<file path="src/rtl/project_blastn_pkg.sv">
// Shared BLASTN accelerator types: request/extension message layouts,
// seed-finder FSM states and the scan-length clamp.
package project_blastn_pkg;

  localparam int BASE_BITS = 2;
  localparam int MAX_BASES = 16;
  localparam int WORD_W    = BASE_BITS * MAX_BASES;
  localparam int FIELD_W   = 16;
  localparam int REQ_W     = 2 * WORD_W + 3 * FIELD_W;
  localparam int UGPE_W    = 2 * WORD_W + 4 * FIELD_W;

  // Declared MSB first, so query sits at bits [31:0].
  typedef struct packed {
    logic [FIELD_W-1:0] seq_len;
    logic [FIELD_W-1:0] d_start;
    logic [FIELD_W-1:0] q_start;
    logic [WORD_W-1:0]  database;
    logic [WORD_W-1:0]  query;
  } seed_req_t;

  typedef struct packed {
    logic [FIELD_W-1:0] seq_len;
    logic [FIELD_W-1:0] hit_pos;
    logic [FIELD_W-1:0] d_start;
    logic [FIELD_W-1:0] q_start;
    logic [WORD_W-1:0]  database;
    logic [WORD_W-1:0]  query;
  } ugpe_req_t;

  typedef enum logic [1:0] {
    ST_IDLE = 2'd0,
    ST_SCAN = 2'd1,
    ST_EMIT = 2'd2
  } seed_state_e;

  // Only the first MAX_BASES bases of a word can be scanned.
  function automatic logic [4:0] eff_len(input logic [FIELD_W-1:0] seq_len);
    if (seq_len > 16'd16) begin
      return 5'd16;
    end else begin
      return seq_len[4:0];
    end
  endfunction

endpackage

</file>
<file path="src/rtl/project_seed_finder_if.sv">
// Request (istream) and extension-request (ostream) val/rdy channels of the seed finder.
interface project_seed_finder_if;
  import project_blastn_pkg::*;

  logic              istream_val;
  logic              istream_rdy;
  logic [REQ_W-1:0]  istream_msg;
  logic              ostream_val;
  logic              ostream_rdy;
  logic [UGPE_W-1:0] ostream_msg;

  modport master (
    output istream_val, istream_msg, ostream_rdy,
    input  istream_rdy, ostream_val, ostream_msg
  );

  modport slave (
    input  istream_val, istream_msg, ostream_rdy,
    output istream_rdy, ostream_val, ostream_msg
  );

endinterface

</file>
<file path="src/rtl/project_seed_match_vec.sv">
// Per-base match vector of two packed words and the SEED_LEN-wide
// all-match window starting at base p (bases past the word count as mismatch).
module project_seed_match_vec
  import project_blastn_pkg::*;
#(
  parameter int SEED_LEN = 4
) (
  input  logic [WORD_W-1:0]    query,
  input  logic [WORD_W-1:0]    database,
  input  logic [4:0]           p,
  output logic [MAX_BASES-1:0] eq,
  output logic                 hit
);

  logic [2*MAX_BASES-1:0] window_s;

  // Base-by-base compare, then shift so base p lands at bit 0.
  always_comb begin
    eq = '0;
    for (int i = 0; i < MAX_BASES; i++) begin
      eq[i] = (query[BASE_BITS*i +: BASE_BITS] == database[BASE_BITS*i +: BASE_BITS]);
    end
    window_s = {{MAX_BASES{1'b0}}, eq} >> p;
    hit      = &window_s[SEED_LEN-1:0];
  end

endmodule

</file>
<file path="src/rtl/project_seed_finder.sv">
// BLASTN seed hit finder: scans one base position per cycle and emits one UGPE
// extension request per SEED_LEN exact-match run. PROJECT_SEED_NONOVERLAP_EN
// makes scanning resume past the reported seed instead of at the next base.
module project_seed_finder
  import project_blastn_pkg::*;
#(
  parameter int SEED_LEN = 4
) (
  input logic                  clk,
  input logic                  reset,
  project_seed_finder_if.slave bus
);

  localparam logic [4:0] SEED_W  = 5'(SEED_LEN);
  localparam logic [4:0] MIN_LEN = 5'(SEED_LEN + 1);
`ifdef PROJECT_SEED_NONOVERLAP_EN
  localparam logic [4:0] STEP = 5'(SEED_LEN);
`else
  localparam logic [4:0] STEP = 5'd1;
`endif

  seed_state_e           state_r;
  seed_req_t             req_r;
  ugpe_req_t             out_msg_r;
  logic [4:0]            p_r;
  logic [4:0]            lim_r;
  logic                  in_rdy_r;
  logic                  out_val_r;

  seed_req_t             in_req_s;
  logic [4:0]            in_len_s;
  logic [4:0]            next_p_s;
  logic                  hit_s;
  logic [MAX_BASES-1:0]  unused_eq_s;

  assign in_req_s = bus.istream_msg;
  assign in_len_s = eff_len(in_req_s.seq_len);
  assign next_p_s = p_r + STEP;

  project_seed_match_vec #(
    .SEED_LEN (SEED_LEN)
  ) u_match (
    .query    (req_r.query),
    .database (req_r.database),
    .p        (p_r),
    .eq       (unused_eq_s),
    .hit      (hit_s)
  );

  // Control FSM; all stream outputs are registered alongside the state.
  always_ff @(posedge clk) begin
    if (reset) begin
      state_r   <= ST_IDLE;
      req_r     <= '0;
      p_r       <= 5'd0;
      lim_r     <= 5'd0;
      in_rdy_r  <= 1'b1;
      out_val_r <= 1'b0;
      out_msg_r <= '0;
    end else begin
      case (state_r)
        ST_IDLE: begin
          if (bus.istream_val) begin
            req_r <= in_req_s;
            lim_r <= in_len_s - SEED_W;
            p_r   <= 5'd1;
            // Too short to hold a seed past base 0: drop the request.
            if (in_len_s >= MIN_LEN) begin
              state_r  <= ST_SCAN;
              in_rdy_r <= 1'b0;
            end else begin
              state_r  <= ST_IDLE;
              in_rdy_r <= 1'b1;
            end
          end
        end
        ST_SCAN: begin
          if (hit_s) begin
            state_r   <= ST_EMIT;
            out_val_r <= 1'b1;
            out_msg_r <= '{seq_len:  req_r.seq_len,
                           hit_pos:  {11'd0, p_r},
                           d_start:  req_r.d_start,
                           q_start:  req_r.q_start,
                           database: req_r.database,
                           query:    req_r.query};
          end else if (p_r == lim_r) begin
            state_r  <= ST_IDLE;
            in_rdy_r <= 1'b1;
          end else begin
            p_r <= p_r + 5'd1;
          end
        end
        ST_EMIT: begin
          if (bus.ostream_rdy) begin
            out_val_r <= 1'b0;
            out_msg_r <= '0;
            p_r       <= next_p_s;
            if (next_p_s > lim_r) begin
              state_r  <= ST_IDLE;
              in_rdy_r <= 1'b1;
            end else begin
              state_r <= ST_SCAN;
            end
          end
        end
        default: begin
          state_r   <= ST_IDLE;
          in_rdy_r  <= 1'b1;
          out_val_r <= 1'b0;
          out_msg_r <= '0;
        end
      endcase
    end
  end

  assign bus.istream_rdy = in_rdy_r;
  assign bus.ostream_val = out_val_r;
  assign bus.ostream_msg = out_msg_r;

endmodule

</file>
<file path="src/flat_wrapper.sv">
// flat-port wrapper written by rule: the top's interface ports become plain ports
module project_seed_finder_flat import project_blastn_pkg::*;
#(
  parameter int SEED_LEN = 4
)
  (clk, reset, bus_istream_val, bus_istream_msg, bus_ostream_rdy, bus_istream_rdy, bus_ostream_val, bus_ostream_msg);
  project_seed_finder_if bus_i ();
  input logic clk;
  input logic reset;
  input wire logic [$bits(bus_i.istream_val)-1:0] bus_istream_val;
  input wire logic [$bits(bus_i.istream_msg)-1:0] bus_istream_msg;
  input wire logic [$bits(bus_i.ostream_rdy)-1:0] bus_ostream_rdy;
  output wire logic [$bits(bus_i.istream_rdy)-1:0] bus_istream_rdy;
  output wire logic [$bits(bus_i.ostream_val)-1:0] bus_ostream_val;
  output wire logic [$bits(bus_i.ostream_msg)-1:0] bus_ostream_msg;
  assign bus_i.istream_val = bus_istream_val;
  assign bus_i.istream_msg = bus_istream_msg;
  assign bus_i.ostream_rdy = bus_ostream_rdy;
  assign bus_istream_rdy = bus_i.istream_rdy;
  assign bus_ostream_val = bus_i.ostream_val;
  assign bus_ostream_msg = bus_i.ostream_msg;
  project_seed_finder #(.SEED_LEN(SEED_LEN)) u_core (.clk(clk), .reset(reset), .bus(bus_i));
endmodule
</file>
<file path="config.mk">
export PLATFORM = sky130hd
export DESIGN_NAME = project_seed_finder_flat
export DESIGN_NICKNAME = d
export VERILOG_FILES = /design/src/rtl/project_blastn_pkg.sv /design/src/rtl/project_seed_finder_if.sv /design/src/rtl/project_seed_match_vec.sv /design/src/rtl/project_seed_finder.sv /design/src/flat_wrapper.sv
export SDC_FILE = /design/constraint.sdc
export NUM_CORES = 1
export LEC_CHECK = 0
export CORE_UTILIZATION = 30
export DETAILED_ROUTE_END_ITERATION = 8
export PLACE_DENSITY = 0.61
export SYNTH_ARGS = -nofsm -noshare
export SYNTH_HDL_FRONTEND = slang
export SYNTH_HIERARCHICAL = 1
export SYNTH_SLANG_ARGS = --single-unit
</file>
<file path="constraint.sdc">
create_clock -name clk -period 3.5 [get_ports clk]
set_clock_uncertainty 0.15 [all_clocks]
set_input_delay 0.525 -clock clk [delete_from_list [all_inputs] [get_ports clk]]
set_output_delay 0.525 -clock clk [all_outputs]
set_load 0.05 [all_outputs]
</file>
### Word-level counts from Yosys, hierarchy flattened

Index checks and enable logic that the tools add are counted.
W data, S select, Z words.

* flip-flop bits (word level): 254
* bits of input ports: 116
* output and inout port bits: 130
* word-level logic and storage cells: 84

* $add $sub $neg: 2
* order comparisons: 3
* equal/unequal tests: 27
* shifts and indexed selects: 1
* mux-type cells: 26
* bitwise logic cells: 1
* reductions and logical operators: 8

Operators with widths (number)
* $pmux W128 S3: 1
* $mux W128: 2
* $eq A2 B2 Y1: 16
* $mux W5: 5
* $gt A16 B5 Y1 const B: 1
* $shr A16 B5 Y4: 1
* $pmux W5 S3: 1
* $mux W1: 10
* $reduce_and A5 Y1: 2
* $mux W2: 4
* $ne A2 B2 Y1 const B: 4
* $ne A2 B1 Y1 const B: 3
* $pmux W1 S3: 2
* $pmux W2 S3: 1
* $reduce_and A3 Y1: 2
* $add A5 B1 Y5 const B: 1
* $eq A5 B5 Y1: 1
* $ge A5 B3 Y1 const B: 1
* $gt A5 B5 Y1: 1
* $sub A5 B3 Y5 const B: 1
* $reduce_and A4 Y1: 1
* $ne A3 B1 Y1 const B: 1
* $reduce_bool A3 Y1: 1
* $eq A2 B1 Y1 const B: 1
* 4 further kinds: 4

### Longest topological paths before layout

* word-level depth: 6
* depth in mapped cells: 13
* depth with buffers taken out: 11

### Modules after synthesis

The synthesis kept the hierarchy.

Modules (own cells, without submodules)
* project_seed_finder: instances 1, cells each 1012, area each 8770.9 sq um, seq. area each 4864.7 sq um
* project_seed_match_vec: instances 1, cells each 79, area each 564.3 sq um, seq. area each 0.0 sq um

### Worst setup path after synthesis

OpenSTA, ideal clock, no wires.

* kind: register -> register
* start: register u_core.p_r[1]
* end: register u_core.out_msg_r, in the netlist u_core/bus.ostream_msg[112]
* library setup time: 128 ps
* arrival: 2344 ps
* data required time: 3222 ps
* slack: 878 ps
* stages on the path, launching flop included: 14
* buffers on the path: 3
* clock period less this slack: 2622 ps
* cells stage by stage: dfxtp_1 inv_1 o21ai_0 a22oi_1 nor4b_2 o22ai_1 a221oi_2 nor2b_1 or3_1 buf_2 buf_6 buf_6 a22oi_1 nor2_1

* cells in the longest elaborated chain, start to end: 4

RTL lines
* start, declared: line project_seed_finder.sv:25 `logic [4:0] p_r;`
* start signal, assigned: line project_seed_finder.sv:91 `p_r <= p_r + 5'd1;`
* start signal, assigned: line project_seed_finder.sv:98 `p_r <= next_p_s;`
* $shr A16 B5 Y4: line project_seed_match_vec.sv:23 `window_s = {{MAX_BASES{1'b0}}, eq} >> p;`
* $reduce_and A4 Y1: line project_seed_match_vec.sv:24 `hit = &window_s[SEED_LEN-1:0];`
* named net u_core.hit_s: line project_seed_finder.sv:33 `logic hit_s;`
* $ne A2 B1 Y1 (no line)
* $reduce_and A3 Y1 (no line)
* end signal, assigned: line project_seed_finder.sv:81 `out_msg_r <= '{seq_len: req_r.seq_len,`
* end, declared: line project_seed_finder.sv:24 `ugpe_req_t out_msg_r;`

The timed path passes the listed nets, and every way through them passes these cells.
A chain may end at the register's enable or synchronous reset.

### Worst setup path after layout

* start: register u_core.p_r[2]
* end: register u_core.out_msg_r, in the netlist u_core/bus.ostream_msg[125]

Same word-level chain as after synthesis.

==> impl_metrics.py <==
metrics = {
    "yosys": {
        "avgSynthCellArea_um2": 8.57,
        "netlist_area_mm2": 0.00932,
        "ys_warn_count": 6,
        "synth_cells": 1088,
    },
    "critical_path": {
        "path_cells": "o211ai_1 > a221oi_2 > o22ai_1 > a221oi_2 > nor2b_1 > or3_4 > buf_12 > a22oi_1 > nor2_1",
        "critPathBufInv": 1,
        "arrival_ps": 3440,
        "crit_top_cell": "a221oi_2",
        "path_class": "register to register",
        "slowest_delay_ps": 690,
        "critPathMaxFanout": 100,
        "cp_slowest_cell": "dfxtp_1",
        "cpLargestDelayFamily": "compound AO/OA/AOI/OAI gates",
        "endpoint_kind": "register",
        "cp_data_required_time_ps": 3730,
        "cp-start-kind": "register",
    },
    "timing": {
        "tightest_slew_ps": 918,
        "max_slew_margin_pct": 38.8,
        "hold_ws_ps": 304,
        "max_freq_mhz": 311,
        "post-route-period-util_pct": 91.8,
        "rsz0062_at_grt": "no",
        "drv_slew": 0,
        "setup_violations": 0,
        "finalSetupTns_ps": 0,
        "period_needed_ps": 3210,
        "final_hold_viol_count": 0,
    },
    "power_and_ir_drop": {
        "power.density_mw_per_mm2": 621,
        "power.leakage_nw": 4.81,
        "ir_drop_v": 0.000472,
    },
    "clock_network": {
        "clock-root-buffer": "clkbuf_16",
        "post_cts_buffers": 0,
        "cts_resized": 0,
        "clockBufferDepth": 3,
        "numClockSinks": 243,
        "numCtsBuffers": 27,
        "clk_latency_ps": 540,
        "htree_levels": 1,
        "clkTransAtPathRegs_ps": 60,
        "cts_tree": "done",
        "cts_hold_buffers": 0,
    },
    "floorplan": {
        "start_util_pct": 30.5,
        "boundaryPins": 246,
        "die_w_um": 178,
        "die-area_mm2": 0.0318,
        "die_y_um": 178,
        "core_area_mm2": 0.0306,
        "num_rows": 64,
    },
    "global_route": {
        "grt_overflow": 0,
        "grt_pass1_vias": 7811,
        "grt_max_degree": 131,
        "antenna_found_initial": 2,
        "grt_pass1_wl_mm": 42.7,
        "track_usage_pct": 16.7,
    },
    "route": {
        "antenna_left": 0,
        "drt-total-wl_mm": 27.3,
        "drt_pass1_iterations": 5,
        "drt_iter0_drc": 560,
        "vias": 8146,
        "drt-vias-per-instance": 4.80,
        "wl_per_cell_um": 16.1,
        "drc_errors": 0,
    },
    "placement": {
        "place_congestion": 0.786,
        "port_buffers": 234,
        "placed_cells": 1648,
        "dp_hpwl_mm": 17.3,
    },
    "final_layout": {
        "final_util_pct": 42.0,
        "drive_gt1_share_pct": 5.69,
        "multi_input_area_mm2": 0.00402,
        "final_cell_mix": "dfxtp_1 (243), nand2_1 (234), clkdlybuf4s50_1 (233)",
        "fill_cells": 3015,
        "fin_cells": 1697,
        "ff_latch_area_mm2": 0.00486,
        "mostFrequentLayoutCell": "dfxtp_1",
        "area_growth_pct": 37.8,
        "final_nets": 1409,
    },
    "run_status": {
        "run_status": "finished, final reports clean",
    },
    "min_path": {
        "hp-class": "register to register",
    },
    "run": {
        "max-cap-violations": 0,
    },
}
-- layout make-up --
type | instances | share of cell area (%)
Clock buffer | 41 | 6.52
Clock inverter | 7 | 0.691
Tap cell | 396 | 3.86
Antenna cell | 1 | 0.0195
Timing Repair Buffer | 246 | 19.4
Multi-Input combinational cell | 752 | 31.3
Inverter | 11 | 0.321
Sequential cell | 243 | 37.9
-- registers in the layout, summed over array words and instances, names as in the netlist --
signal / flops
u_core/bus.istream_rdy: 1
u_core/bus.ostream_msg: 117
u_core/bus.ostream_val: 1
u_core/lim_r: 5
u_core/p_r: 5
u_core/req_r: 112
u_core/state_r: 2
-- metal layers --
metal	vias to the layer above	GRT usage (%)	wire length (µm)
met5	-	0	11
met3	31	4.41	2240
met4	2	3.71	425
met2	258	26.5	12200
li1	4043	-	-
met1	3812	22.7	12400
-- metrics by stage --
step / power (W) / setup slack (ps) / instance area [µm²]
after floorplan: 0.00452 / 878 / 9360
after global placement: 0.00511 / 350 / 11900
after detailed placement: 0.00514 / 297 / 11900
after CTS: 0.00809 / 248 / 12800
after global routing: 0.00840 / 40.0 / 12800
final: 0.00798 / 287 / 12800
-- worst register-to-register path, stage by stage (launching register included) --
cell	delay [ps]
dfxtp_1	690
o211ai_1	200
a221oi_2	230
o22ai_1	150
a221oi_2	400
nor2b_1	110
or3_4	480
buf_12	310
a22oi_1	270
nor2_1	60
-- path summary, 6_finish.rpt --
kind                            cells after the start  slack [ps]                           to        startpoint
worst max-delay path                                9         290  u_core/bus.ostream_msg[125]     u_core/p_r[2]
worst min-delay path                                2         300             u_core/req_r[91]  u_core/req_r[91]
worst max register to register                      9         290  u_core/bus.ostream_msg[125]     u_core/p_r[2]
worst min register to register                      2         300             u_core/req_r[91]  u_core/req_r[91]
-- report_power, final --
part | internal, W | total, W | leakage [nW] | switching, W
clock network | 0.00179 | 0.00291 | 0.464 | 0.00113
logic | 0.000641 | 0.00190 | 2.37 | 0.00125
registers | 0.00298 | 0.00317 | 1.98 | 0.000184
Note: power is estimated with default switching activity, not from simulation.
